==> config.mk <==
export PLATFORM = sky130hd
export DESIGN_NAME = warp_scoreboard
export DESIGN_NICKNAME = d
export VERILOG_FILES = /design/src/rtl/warp_pkg.sv /design/src/rtl/warp_sb_entry.sv /design/src/rtl/warp_scoreboard.sv
export SDC_FILE = /design/constraint.sdc
export NUM_CORES = 1
export LEC_CHECK = 0
export ABC_CLOCK_PERIOD_IN_PS = 3300
export BUFFER_PORTS_ARGS = -buffer_cell sky130_fd_sc_hd__buf_2
export CORE_MARGIN = 2
export CORE_UTILIZATION = 55
export CTS_CLUSTER_SIZE = 14
export DETAILED_ROUTE_END_ITERATION = 10
export PLACE_DENSITY_LB_ADDON = 0.15
export SLEW_MARGIN = 5
export SYNTH_ARGS = -nofsm -noshare
export SYNTH_HDL_FRONTEND = slang
export SYNTH_SLANG_ARGS = --single-unit
==> constraint.sdc <==
create_clock -name i_clk -period 3.3 [get_ports i_clk]
set_clock_uncertainty 0.05 [all_clocks]
set_input_delay 0.495 -clock i_clk [delete_from_list [all_inputs] [get_ports i_clk]]
set_output_delay 0.495 -clock i_clk [all_outputs]
set_load 0.005 [all_outputs]
==> src/rtl/warp_pkg.sv <==
// Shared scoreboard constants: execution-unit latencies and countdown width.
package warp_pkg;

    localparam int unsigned LAT_W      = 2;
    localparam int unsigned NUM_REGS   = 32;

    localparam int unsigned LAT_XARITH = 1;
    localparam int unsigned LAT_XLOGIC = 1;
    localparam int unsigned LAT_MUL    = 3;

endpackage

==> src/rtl/warp_sb_entry.sv <==
// One register's in-flight countdown: loads on issue, decrements to zero, flags pending.
module warp_sb_entry
    import warp_pkg::*;
#(
    parameter int unsigned LatW = LAT_W
) (
    input  logic            clk_i,
    input  logic            rst_ni,
    input  logic            load_i,
    input  logic [LatW-1:0] lat_i,
    output logic            pending_o
);

    logic [LatW-1:0] count_q, count_d;

    // A load wins over the decrement; latency 0 is promoted to 1 so a result
    // is never visible to the issue check in its own cycle.
    always_comb begin
        count_d = count_q;
        if (load_i) begin
            count_d = (lat_i == '0) ? LatW'(1) : lat_i;
        end else if (count_q != '0) begin
            count_d = count_q - LatW'(1);
        end
    end

    always_ff @(posedge clk_i or negedge rst_ni) begin
        if (!rst_ni) begin
            count_q <= '0;
        end else begin
            count_q <= count_d;
        end
    end

    assign pending_o = (count_q != '0);

endmodule

==> src/rtl/warp_scoreboard.sv <==
// Dual-issue in-order register scoreboard with per-register latency countdowns
// and a saturating slot-0 stall counter.
module warp_scoreboard
    import warp_pkg::*;
#(
    parameter int unsigned LAT_W   = warp_pkg::LAT_W,
    parameter int unsigned STALL_W = 16
) (
    input  logic               i_clk,
    input  logic               i_rst_n,
    input  logic               i_valid0,
    input  logic [4:0]         i_rs1_0,
    input  logic [4:0]         i_rs2_0,
    input  logic [4:0]         i_rd_0,
    input  logic               i_use_rs1_0,
    input  logic               i_use_rs2_0,
    input  logic               i_wen_0,
    input  logic [LAT_W-1:0]   i_lat_0,
    input  logic               i_valid1,
    input  logic [4:0]         i_rs1_1,
    input  logic [4:0]         i_rs2_1,
    input  logic [4:0]         i_rd_1,
    input  logic               i_use_rs1_1,
    input  logic               i_use_rs2_1,
    input  logic               i_wen_1,
    input  logic [LAT_W-1:0]   i_lat_1,
    input  logic               i_exec_ready,
    output logic               o_issue0,
    output logic               o_issue1,
    output logic [31:0]        o_pending,
    output logic [STALL_W-1:0] o_stall_cycles
);

    logic               haz0, haz1, intra;
    logic [STALL_W-1:0] stall_q, stall_d;

    // x0 has no entry, so its pending bit is tied low and never blocks.
    assign o_pending[0] = 1'b0;

    always_comb begin
        haz0 = (i_use_rs1_0 && i_rs1_0 != 5'd0 && o_pending[i_rs1_0])
            || (i_use_rs2_0 && i_rs2_0 != 5'd0 && o_pending[i_rs2_0])
            || (i_wen_0     && i_rd_0  != 5'd0 && o_pending[i_rd_0]);
        haz1 = (i_use_rs1_1 && i_rs1_1 != 5'd0 && o_pending[i_rs1_1])
            || (i_use_rs2_1 && i_rs2_1 != 5'd0 && o_pending[i_rs2_1])
            || (i_wen_1     && i_rd_1  != 5'd0 && o_pending[i_rd_1]);
        intra = i_wen_0 && i_rd_0 != 5'd0
             && ((i_use_rs1_1 && i_rs1_1 == i_rd_0)
              || (i_use_rs2_1 && i_rs2_1 == i_rd_0)
              || (i_wen_1     && i_rd_1  == i_rd_0));
    end

    // Reset gates issue so nothing launches while tracking is being discarded.
    assign o_issue0 = i_rst_n && i_valid0 && i_exec_ready && !haz0;
    assign o_issue1 = o_issue0 && i_valid1 && !haz1 && !intra;

    for (genvar n = 1; n < NUM_REGS; n++) begin : g_entry
        logic load0, load1;

        assign load0 = o_issue0 && i_wen_0 && (i_rd_0 == 5'(n));
        assign load1 = o_issue1 && i_wen_1 && (i_rd_1 == 5'(n));

        warp_sb_entry #(
            .LatW (LAT_W)
        ) u_entry (
            .clk_i     (i_clk),
            .rst_ni    (i_rst_n),
            .load_i    (load0 || load1),
            .lat_i     (load1 ? i_lat_1 : i_lat_0),
            .pending_o (o_pending[n])
        );
    end

    always_comb begin
        stall_d = stall_q;
        if (i_valid0 && !o_issue0 && stall_q != '1) begin
            stall_d = stall_q + STALL_W'(1);
        end
    end

    always_ff @(posedge i_clk or negedge i_rst_n) begin
        if (!i_rst_n) begin
            stall_q <= '0;
        end else begin
            stall_q <= stall_d;
        end
    end

    assign o_stall_cycles = stall_q;

endmodule

==> key figures, run 1 <==
Run status
  – Outcome: complete, no violations

Clocking
  – CTS Buf Count: 9
  – CTS H-tree lvls: 3
  – Clock latency on the worst-skew pair: 0.35 ns
  – CTS Hold Buffers Added: 0
  – CTS root buffer: clkbuf_16
  – CTS max path bufs: 2
  – Clock transition at the registers of the reported paths: 0.07 ns
  – Sink Count: 78
  – CTS tree: yes

STA
  – Finish-stage setup viols: 0
  – Worst setup margin: 0.0594 ns
  – RSZ-0062 raised after global routing: yes
  – Worst Tran Pin Value: 0.636 ns
  – Fmax: 309 MHz
  – Fin. max-slew vios: 0
  – Period utilization: 0.982
  – Setup TNS: 0 ns
  – Slew headroom: 0.576
  – Hold Fails Final Rpt: 0
  – Fin crit period: 3.24 ns

Worst setup path
  – Critical path, cell by cell: inv_1 > ha_4 > mux4_2 > a22o_1 > nor4b_2 > a41oi_1 > buf_4 > nand4_4 > inv_4 > buf_6 > buf_6 > buf_6
  – Critical path type: reg2out
  – CP Max Fanout: 4
  – CP startpoint kind: flop
  – Critical Path RT: 2.75 ns
  – CP max stage delay: 0.47 ns
  – Cell mode on critical path: buf_6
  – CP max-delay cell: mux4_2
  – CP endpoint kind: primary output
  – CP arrival: 2.70 ns

Floorplan
  – Core area: 14,500 um^2
  – Die area: 15,900 um^2
  – Ports: 95
  – DIE WIDTH: 126 um
  – Chip Height: 126 um
  – Initial core utilization: 0.563
  – Std cell rows: 44

Pwr
  – Power per cell area: 809 nW/um^2
  – Lkg Pwr: 4.09 nW
  – Peak supply drop: 645 uV

Layout
  – Ratio of cells with drive above 1 in the final layout: 0.321
  – Synth-to-layout area growth: 19.5%
  – # diodes: 0
  – Final #Nets: 1,110
  – Post-Layout Cell Count: 1,222
  – Fill cell count: 1,217

Synthesis
  – Asr flop ratio synth: 1.00
  – Distinct cells, synth: 70
  – Number of synthesized flops with an enable pin: 0
  – Seq/Total Area, Yosys: 0.238
  – Top FF cell, synth: dfrtp_1
  – Post-synthesis average cell area: 8.84 um^2
  – Synth Cell Area: 8190 um^2
  – Post-Synthesis Cells: 926
  – Warnings, synthesis: 0
  – Synthesis-stage register bit count: 78
  – Syn_nets: 1,003

Placement
  – Pre-CTS setup slack: -0.0487 ns
  – I/O Buffers: 93
  – Routability-driven placement congestion ratio: 1.05
  – Dpl cells: 1,195
  – Dpl hpwl: 22,600 um

Global routing
  – Largest net degree at the start of global routing: 47
  – Met2 Use GR: 0.570
  – Number of global-route vias before repair: 7,904
  – Busiest grt layer: met2
  – Met1 usage: 0.515
  – GRT Overall Usage: 0.372
  – Antenna violations before repair: 0
  – First-pass GRT wire length: 45,500 um
  – Met3 Use GR: 0.0854
  – Global route overflow: 0

Drt
  – Post-route ant nets: 0
  – Via density per instance: 6.75
  – Final WL: 29,600 um
  – DR WL/cell: 24.2 um
  – First-pass detailed-route iteration total: 6
  – 1st-iter DRT viols: 1,008
  – Vias: 8,245
  – DR DRC count: 0

Flow run
  – Max Cap Violations: 0

Worst hold path
  – HP Class: in2async
## final cells by class
cell class | count | area (um^2) | share of cell area
multi-input cells | 639 | 5610 | 0.573
flip-flops and latches | 78 | 1950 | 0.199
inverters | 105 | 404 | 0.0413
well taps | 184 | 230 | 0.0235
clock inverters | 6 | 45.0 | 0.00460
repair buffers | 200 | 1310 | 0.133
clock buffers | 10 | 239 | 0.0244
## registers in the layout (all words and copies together) (netlist names)
name	count
o_stall_cycles	16
g_entry.u_entry.count_q	62
## per-layer routing
layer	up-vias	wire length, um
li1	3575	-
met1	4012	12100
met2	562	13100
met3	96	3210
met4	0	1220
met5	-	0
## worst max-delay path: cells and delay by family, from the launching register on
kind,cells,cell delay [ns]
AO/OA/AOI/OAI,2,0.32
adder cells (fa/ha/maj),1,0.19
buffers and inverters,6,0.68
flip-flops,1,0.35
multiplexers,1,0.47
AND/OR/NAND/NOR,2,0.34
## cells in the final DEF (no fill, tap or decap), types with 18 or more instances in the layout
cell type | netlist | layout
xnor2_1 | 29 | 29
buf_4 | 35 | 101
buf_2 | 19 | 92
mux4_2 | 39 | 39
nor2_1 | 51 | 50
nand3_1 | 40 | 39
nand2_1 | 58 | 57
inv_1 | 102 | 99
nand4_1 | 18 | 18
nor3_1 | 24 | 24
mux2i_1 | 75 | 74
dfrtp_1 | 78 | 78
## what timing repair did
action / 4_1_cts / 5_1_grt
pin swaps: 3 / 11
setup buffers: 7 / 4
gates resized for setup: 40 / 42
gates cloned: 0 / 1
setup endpoints to repair: 5 / 30
## worst paths after layout
check                                                     from                             end  slack [ns]  cells after the start
worst min-delay path                                   i_rst_n               o_stall_cycles[2]        0.14                      2
worst max-delay path            g_entry[14].u_entry.count_q[0]                        o_issue0        0.06                     12
worst min register to register              o_stall_cycles[10]              o_stall_cycles[10]        0.44                      1
max in group asynchronous                              i_rst_n  g_entry[13].u_entry.count_q[1]        2.05                      3
worst max register to register  g_entry[10].u_entry.count_q[0]   g_entry[6].u_entry.count_q[0]        0.06                     13
min in group i_clk                                    i_valid0              o_stall_cycles[12]        0.41                      3
## metrics by stage
step | power [mW] | utilization | cell area (um^2) | hold WS (ns)
3_5_place_dp | 6.37 | 0.623 | 9050 | 0.426
6_report | 7.92 | 0.673 | 9790 | 0.145
5_1_grt | 8.50 | 0.673 | 9790 | 0.174
3_3_place_gp | 6.27 | 0.623 | 9050 | 0.421
4_1_cts | 7.59 | 0.657 | 9550 | 0.153
2_1_floorplan | 5.05 | - | 8190 | 0.149
## power by group
group	switching, mW	internal [mW]
sequential	0.251	1.43
clock	0.444	0.533
combinational	2.65	2.61
total	3.35	4.57
## Yosys cell counts (9+ instances only)
master	number	share of area
a211oi_1	9	0.0083
a2bb2oi_1	14	0.015
buf_2	19	0.012
buf_4	35	0.032
clkbuf_1	47	0.022
dfrtp_1	78	0.24
ha_1	32	0.049
inv_1	102	0.047
mux2i_1	75	0.092
mux4_2	39	0.11
nand2_1	58	0.027
nand2b_1	15	0.011
nand3_1	40	0.024
nand4_1	18	0.014
nor2_1	51	0.023
nor2b_1	16	0.012
nor3_1	24	0.015
nor3_2	10	0.012
nor4_1	12	0.0092
o21ai_0	11	0.0067
o22ai_1	11	0.0084
xnor2_1	29	0.031
xor2_1	14	0.015
## kinds of logic (layout without fill, tap and decap cells)
logic type	Yosys count	in the layout	share of synthesized area
AND/OR/NAND/NOR	292	292	0.194
buffers and inverters	209	321	0.118
AO/OA/AOI/OAI	152	152	0.149
multiplexers	119	119	0.206
flip-flops	78	78	0.238
XOR/XNOR	43	43	0.0460
adder cells (fa/ha/maj)	32	32	0.0489
other	1	1	0.000458
Power figures use the tool's default switching activity.
==> run 2, diff against run 1 <==
Settings changed: PLACE_DENSITY_LB_ADDON 0.15 to 0.25, SYNTH_HIERARCHICAL set to 1.
==> key figures, run 2 <==
Floorplan
  – Std cell rows: 45
  – Core area: 15,100 um^2
  – Die area: 16,300 um^2
  – Chip Height: 128 um
  – Initial core utilization: 0.558
  – DIE WIDTH: 128 um
  – Ports: 95

STA
  – Fmax: 275 MHz
  – Fin. max-slew vios: 0
  – Worst Tran Pin Value: 0.818 ns
  – Fin crit period: 3.64 ns
  – RSZ-0062 raised after global routing: yes
  – Period utilization: 1.10
  – Hold Fails Final Rpt: 0
  – Finish-stage setup viols: 64
  – Slew headroom: 0.450
  – Setup TNS: -12.73 ns
  – Worst setup margin: -0.338 ns

Worst setup path
  – Worst r2r dst: g_entry[27].u_entry/count_q[0]
  – CP arrival: 3.83 ns
  – CP endpoint kind: flop
  – Worst Setup SP: g_entry[8].u_entry/count_q[1]
  – Critical Path RT: 3.49 ns
  – R2r setup slk: -0.34 ns
  – Critical path type: reg2reg
  – CP Max Fanout: 8
  – CP startpoint kind: flop
  – Worst R2R Path Depth: 15
  – Start of the worst register-to-register path: g_entry[8].u_entry/count_q[1]

Global routing
  – Antenna violations before repair: 0
  – GRT Overall Usage: 0.348
  – Number of global-route vias before repair: 8,278
  – First-pass GRT wire length: 44,200 um
  – Largest net degree at the start of global routing: 53
  – Global route overflow: 0

Drt
  – DR DRC count: 0
  – Post-route ant nets: 0
  – Via density per instance: 6.15
  – DR WL/cell: 21.0 um
  – First-pass detailed-route iteration total: 5
  – Vias: 8,446
  – 1st-iter DRT viols: 705
  – Final WL: 28,800 um

Clocking
  – CTS max path bufs: 2
  – Clock latency on the worst-skew pair: 0.36 ns
  – CTS Buf Count: 9
  – Clock transition at the registers of the reported paths: 0.07 ns
  – CTS H-tree lvls: 3
  – Sink Count: 78
  – CTS tree: yes
  – CTS root buffer: clkbuf_16

Run status
  – Failing checks: setup timing
  – Outcome: complete, but fails checks

Synthesis
  – Post-Synthesis Cells: 909
  – Synth Cell Area: 8420 um^2
  – Synthesis-stage register bit count: 78
  – Synth top area cells: dfrtp_1 (23%), mux4_2 (8.8%), mux2_1 (6.4%)
  – Number of synthesized flops with an enable pin: 0
  – Syn_nets: 986
  – Distinct cells, synth: 59
  – Most common cell in the netlist: inv_1
  – Post-synth top area cell: dfrtp_1
  – Post-synth top area share: 0.232
  – Warnings, synthesis: 6
  – Commonest cells in the netlist: inv_1 (102), dfrtp_1 (78), nor2b_1 (70), nand2_1 (64), mux2_1 (48)
  – Top FF cell, synth: dfrtp_1
  – Asr flop ratio synth: 1.00
  – Seq/Total Area, Yosys: 0.232
  – Post-synthesis average cell area: 9.26 um^2

Layout
  – Synth-to-layout area growth: 40.7%
  – Max FFs per register: 62
  – Most frequent cells in the layout: buf_4 (184), buf_2 (91), dfrtp_1 (78), nor2b_1 (70), inv_1 (66)
  – # diodes: 0
  – Final #Nets: 1,258
  – Ratio of cells with drive above 1 in the final layout: 0.490
  – Commonest non-fill, non-tap cell in the layout: buf_4
  – Largest Register: g_entry.u_entry/count_q
  – Post-Route Utilization: 0.785

Placement
  – Pre-CTS setup slack: -0.266 ns
  – I/O Buffers: 93
  – Routability-driven placement congestion ratio: 0.988
  – Dpl hpwl: 19,400 um

Worst hold path
  – Hold Crit Endpoint: o_stall_cycles[15]
  – HP Class: reg2reg
  – Min-delay src: o_stall_cycles[15]
  – Worst hold path cell count: 1

Flow run
  – Max Cap Violations: 0

Pwr
  – Lkg Pwr: 5.19 nW
  – Peak supply drop: 370 uV
  – Power per cell area: 743 nW/um^2
run 2: worst max path at each step:
stage | end | slack [ns]
after global placement | g_entry[24].u_entry/count_q[0] | -0.22
after global routing | g_entry[27].u_entry/count_q[0] | -0.41
after CTS | o_issue1 | -0.32
final | g_entry[27].u_entry/count_q[0] | -0.34
after detailed placement | g_entry[20].u_entry/count_q[0] | -0.27
after floorplan | g_entry[11].u_entry/count_q[0] | 0.002
run 2: area by class of cell:
class                   instances  area (um^2)
fillers                       981         3240
clock buffers                  10          239
inverters                     103          409
flip-flops and latches         78         1950
clock inverters                 6          109
well taps                     188          235
multi-input cells             669         6460
repair buffers                320         2440
run 2: repair_timing:
item / in CTS / in global routing
hold endpoints to repair: 7 / 0
buffers inserted: 20 / 14
pin swaps: 40 / 38
gates resized for setup: 114 / 57
setup endpoints to repair: 63 / 77
hold buffers: 1 / 0
gates cloned: 2 / 0
run 2: logic make-up (layout without fill, tap and decap cells):
group | after synthesis | in the layout | share of synthesized area
AO/OA/AOI/OAI | 126 | 126 | 0.122
XOR/XNOR | 61 | 61 | 0.0634
adder cells (fa/ha/maj) | 32 | 32 | 0.0475
buffers and inverters | 162 | 439 | 0.0789
flip-flops | 78 | 78 | 0.232
multiplexers | 132 | 132 | 0.216
other | 1 | 1 | 0.000445
AND/OR/NAND/NOR | 317 | 317 | 0.240
run 2: power by group:
part | leakage, nW | internal (mW) | switching (mW) | total [mW]
clock network | 0.172 | 0.759 | 0.447 | 1.21
registers | 0.913 | 1.44 | 0.290 | 1.73
logic | 4.11 | 3.12 | 2.75 | 5.87
run 2: stage by stage:
step	cells	cell area [um^2]	hold WS [ns]	power, mW
3_5_place_dp	1325	10600	0.293	7.04
5_1_grt	1374	11800	0.448	9.35
6_report	1374	11800	0.431	8.80
4_1_cts	1362	11600	0.437	8.54
2_1_floorplan	909	8740	0.149	4.91
3_3_place_gp	1325	10600	0.291	6.86
run 2: critical path: stages, from the launching register on:
cell and delay (ns):
dfrtp_1 0.39, inv_1 0.12, ha_4 0.17, inv_4 0.05, mux4_2 0.44, mux4_2 0.45, and3b_2 0.22, nor4_4 0.19
nand3_2 0.17, buf_12 0.18, buf_12 0.15, buf_6 0.11, nor4_4 0.21, mux2_4 0.33, nand3b_1 0.16, o21a_1 0.12
run 2: metal layers:
layer	routed length, um	track usage	vias to the layer above
met2	13900	0.571	430
li1	-	-	3811
met4	1580	0.201	0
met3	2270	0.0551	115
met5	0	0	-
met1	11000	0.436	4090
==> run 3, diff against run 2 <==
Settings changed: TNS_END_PERCENT set to 30.
==> key figures, run 3 (synthesis gave the netlist of run 2 again) <==
Run status
  – Outcome: complete, but fails checks
  – Failing checks: setup timing

Layout
  – # diodes: 0
  – Commonest non-fill, non-tap cell in the layout: buf_4
  – Synth-to-layout area growth: 37.6%
  – Most frequent cells in the layout: buf_4 (188), buf_2 (91), dfrtp_1 (78), nor2b_1 (70), inv_1 (69)
  – Final #Nets: 1,249
  – Ratio of cells with drive above 1 in the final layout: 0.459
  – Largest Register: g_entry.u_entry/count_q
  – Max FFs per register: 62
  – Design Area, Final: 11,600 um^2

Drt
  – Vias: 8,270
  – Met3 wire length: 1920 um
  – Final WL: 27,600 um
  – Max Used Layer: met4
  – Met2 wire length: 13,600 um
  – Met1 wire length: 10,800 um
  – 1st-iter DRT viols: 642
  – First-pass detailed-route iteration total: 5
  – Post-route ant nets: 0
  – Via density per instance: 6.06
  – DR WL/cell: 20.2 um
  – DR DRC count: 0

STA
  – Worst setup margin: -0.348 ns
  – Period utilization: 1.11
  – Fin. max-slew vios: 0
  – Fmax: 274 MHz
  – Worst Tran Pin Value: 0.838 ns
  – Fin crit period: 3.65 ns
  – Finish-stage setup viols: 64
  – Slew headroom: 0.437
  – RSZ-0062 raised after global routing: yes
  – Hold Fails Final Rpt: 0

Worst setup path
  – CP arrival: 3.10 ns
  – R2r setup slk: -0.33 ns
  – Cell mode on critical path: mux4_2
  – CP max-delay cell: mux4_2
  – CP endpoint kind: primary output
  – CP max stage delay: 0.44 ns
  – Critical Path RT: 2.75 ns
  – Critical path type: reg2out
  – CP startpoint kind: flop
  – Critical path, cell by cell: inv_1 > ha_4 > inv_4 > mux4_2 > mux4_2 > and3b_2 > nor4_4 > nand3_2 > buf_12 > buf_4 > nor2_4 > buf_2
  – CP Max Fanout: 8

Global routing
  – Global route overflow: 0
  – Antenna violations before repair: 0
  – GRT Overall Usage: 0.346
  – First-pass GRT wire length: 44,000 um
  – Number of global-route vias before repair: 8,217
  – Largest net degree at the start of global routing: 53

Clocking
  – Clock latency on the worst-skew pair: 0.35 ns
  – CTS max path bufs: 2
  – CTS H-tree lvls: 3
  – CTS root buffer: clkbuf_16
  – CTS Buf Count: 9
  – Sink Count: 78
  – Clock transition at the registers of the reported paths: 0.07 ns
  – CTS tree: yes

Pwr
  – Lkg Pwr: 5.04 nW
  – Peak supply drop: 371 uV
  – Power per cell area: 747 nW/um^2
  – Tot Pwr: 8.65 mW

Floorplan
  – Initial core utilization: 0.558
  – Std cell rows: 45
  – Ports: 95
  – DIE WIDTH: 128 um
  – Chip Height: 128 um
  – Die area: 16,300 um^2
  – Core area: 15,100 um^2

Flow run
  – Max Cap Violations: 0

Placement
  – Dpl hpwl: 19,400 um
  – Routability-driven placement congestion ratio: 0.988
  – Post-DP Area: 10,600 um^2
  – I/O Buffers: 93

Worst hold path
  – HP Class: reg2reg
run 3: routing by layer:
layer / up-vias / GRT usage
met5: - / 0
met4: 0 / 0.165
met3: 99 / 0.0426
met2: 364 / 0.588
met1: 4011 / 0.439
li1: 3796 / -
run 3: power breakdown:
group	internal, mW	switching [mW]	total, mW	leakage (nW)
logic	3.06	2.66	5.72	3.95
registers	1.44	0.290	1.73	0.913
clock network	0.759	0.442	1.20	0.172
total	5.26	3.39	8.65	5.04
run 3: critical path: cells and delay by family (launching register included):
| family | cells | cell delay [ns] |
|---|---|---|
| multiplexers | 2 | 0.88 |
| adder cells (fa/ha/maj) | 1 | 0.16 |
| buffers and inverters | 5 | 0.62 |
| flip-flops | 1 | 0.40 |
| AND/OR/NAND/NOR | 4 | 0.67 |
run 3: repair_timing:
| action | in CTS | in global routing |
|---|---|---|
| hold buffers | 1 | 0 |
| gates cloned | 2 | 0 |
| hold endpoints to repair | 7 | 0 |
| resized for setup | 96 | 24 |
| pin swaps | 36 | 18 |
| buffers inserted | 18 | 6 |
| setup endpoints to repair | 63 | 77 |
run 3: per-stage QoR:
step                setup TNS (ns)  utilization  hold WS [ns]  setup WS (ns)  cells
floorplan                        0            -         0.149        0.00210    909
global placement             -7.17        0.703         0.291         -0.220   1325
detailed placement           -7.96        0.703         0.293         -0.266   1325
CTS                          -9.37        0.762         0.437         -0.322   1361
global route                -17.70        0.768         0.448         -0.425   1365
finish                      -11.27        0.768         0.433         -0.348   1365
run 3: worst paths after layout:
check                                               from                             end  cells after the start
max reg2reg                g_entry[8].u_entry/count_q[1]  g_entry[27].u_entry/count_q[0]                     15
min reg2reg                           o_stall_cycles[15]              o_stall_cycles[15]                      1
min                                   o_stall_cycles[15]              o_stall_cycles[15]                      1
max in group asynchronous                        i_rst_n   g_entry[3].u_entry/count_q[1]                      4
max                        g_entry[8].u_entry/count_q[1]                        o_issue1                     12
min in group asynchronous                        i_rst_n              o_stall_cycles[12]                      2
run 3: cell type report:
class,count,area (um^2)
Fill cell,1038,3510
Clock inverter,6,109
Inverter,103,407
Timing Repair Buffer,311,2310
Multi-Input combinational cell,669,6340
Sequential cell,78,1950
Tap cell,188,235
Clock buffer,10,239
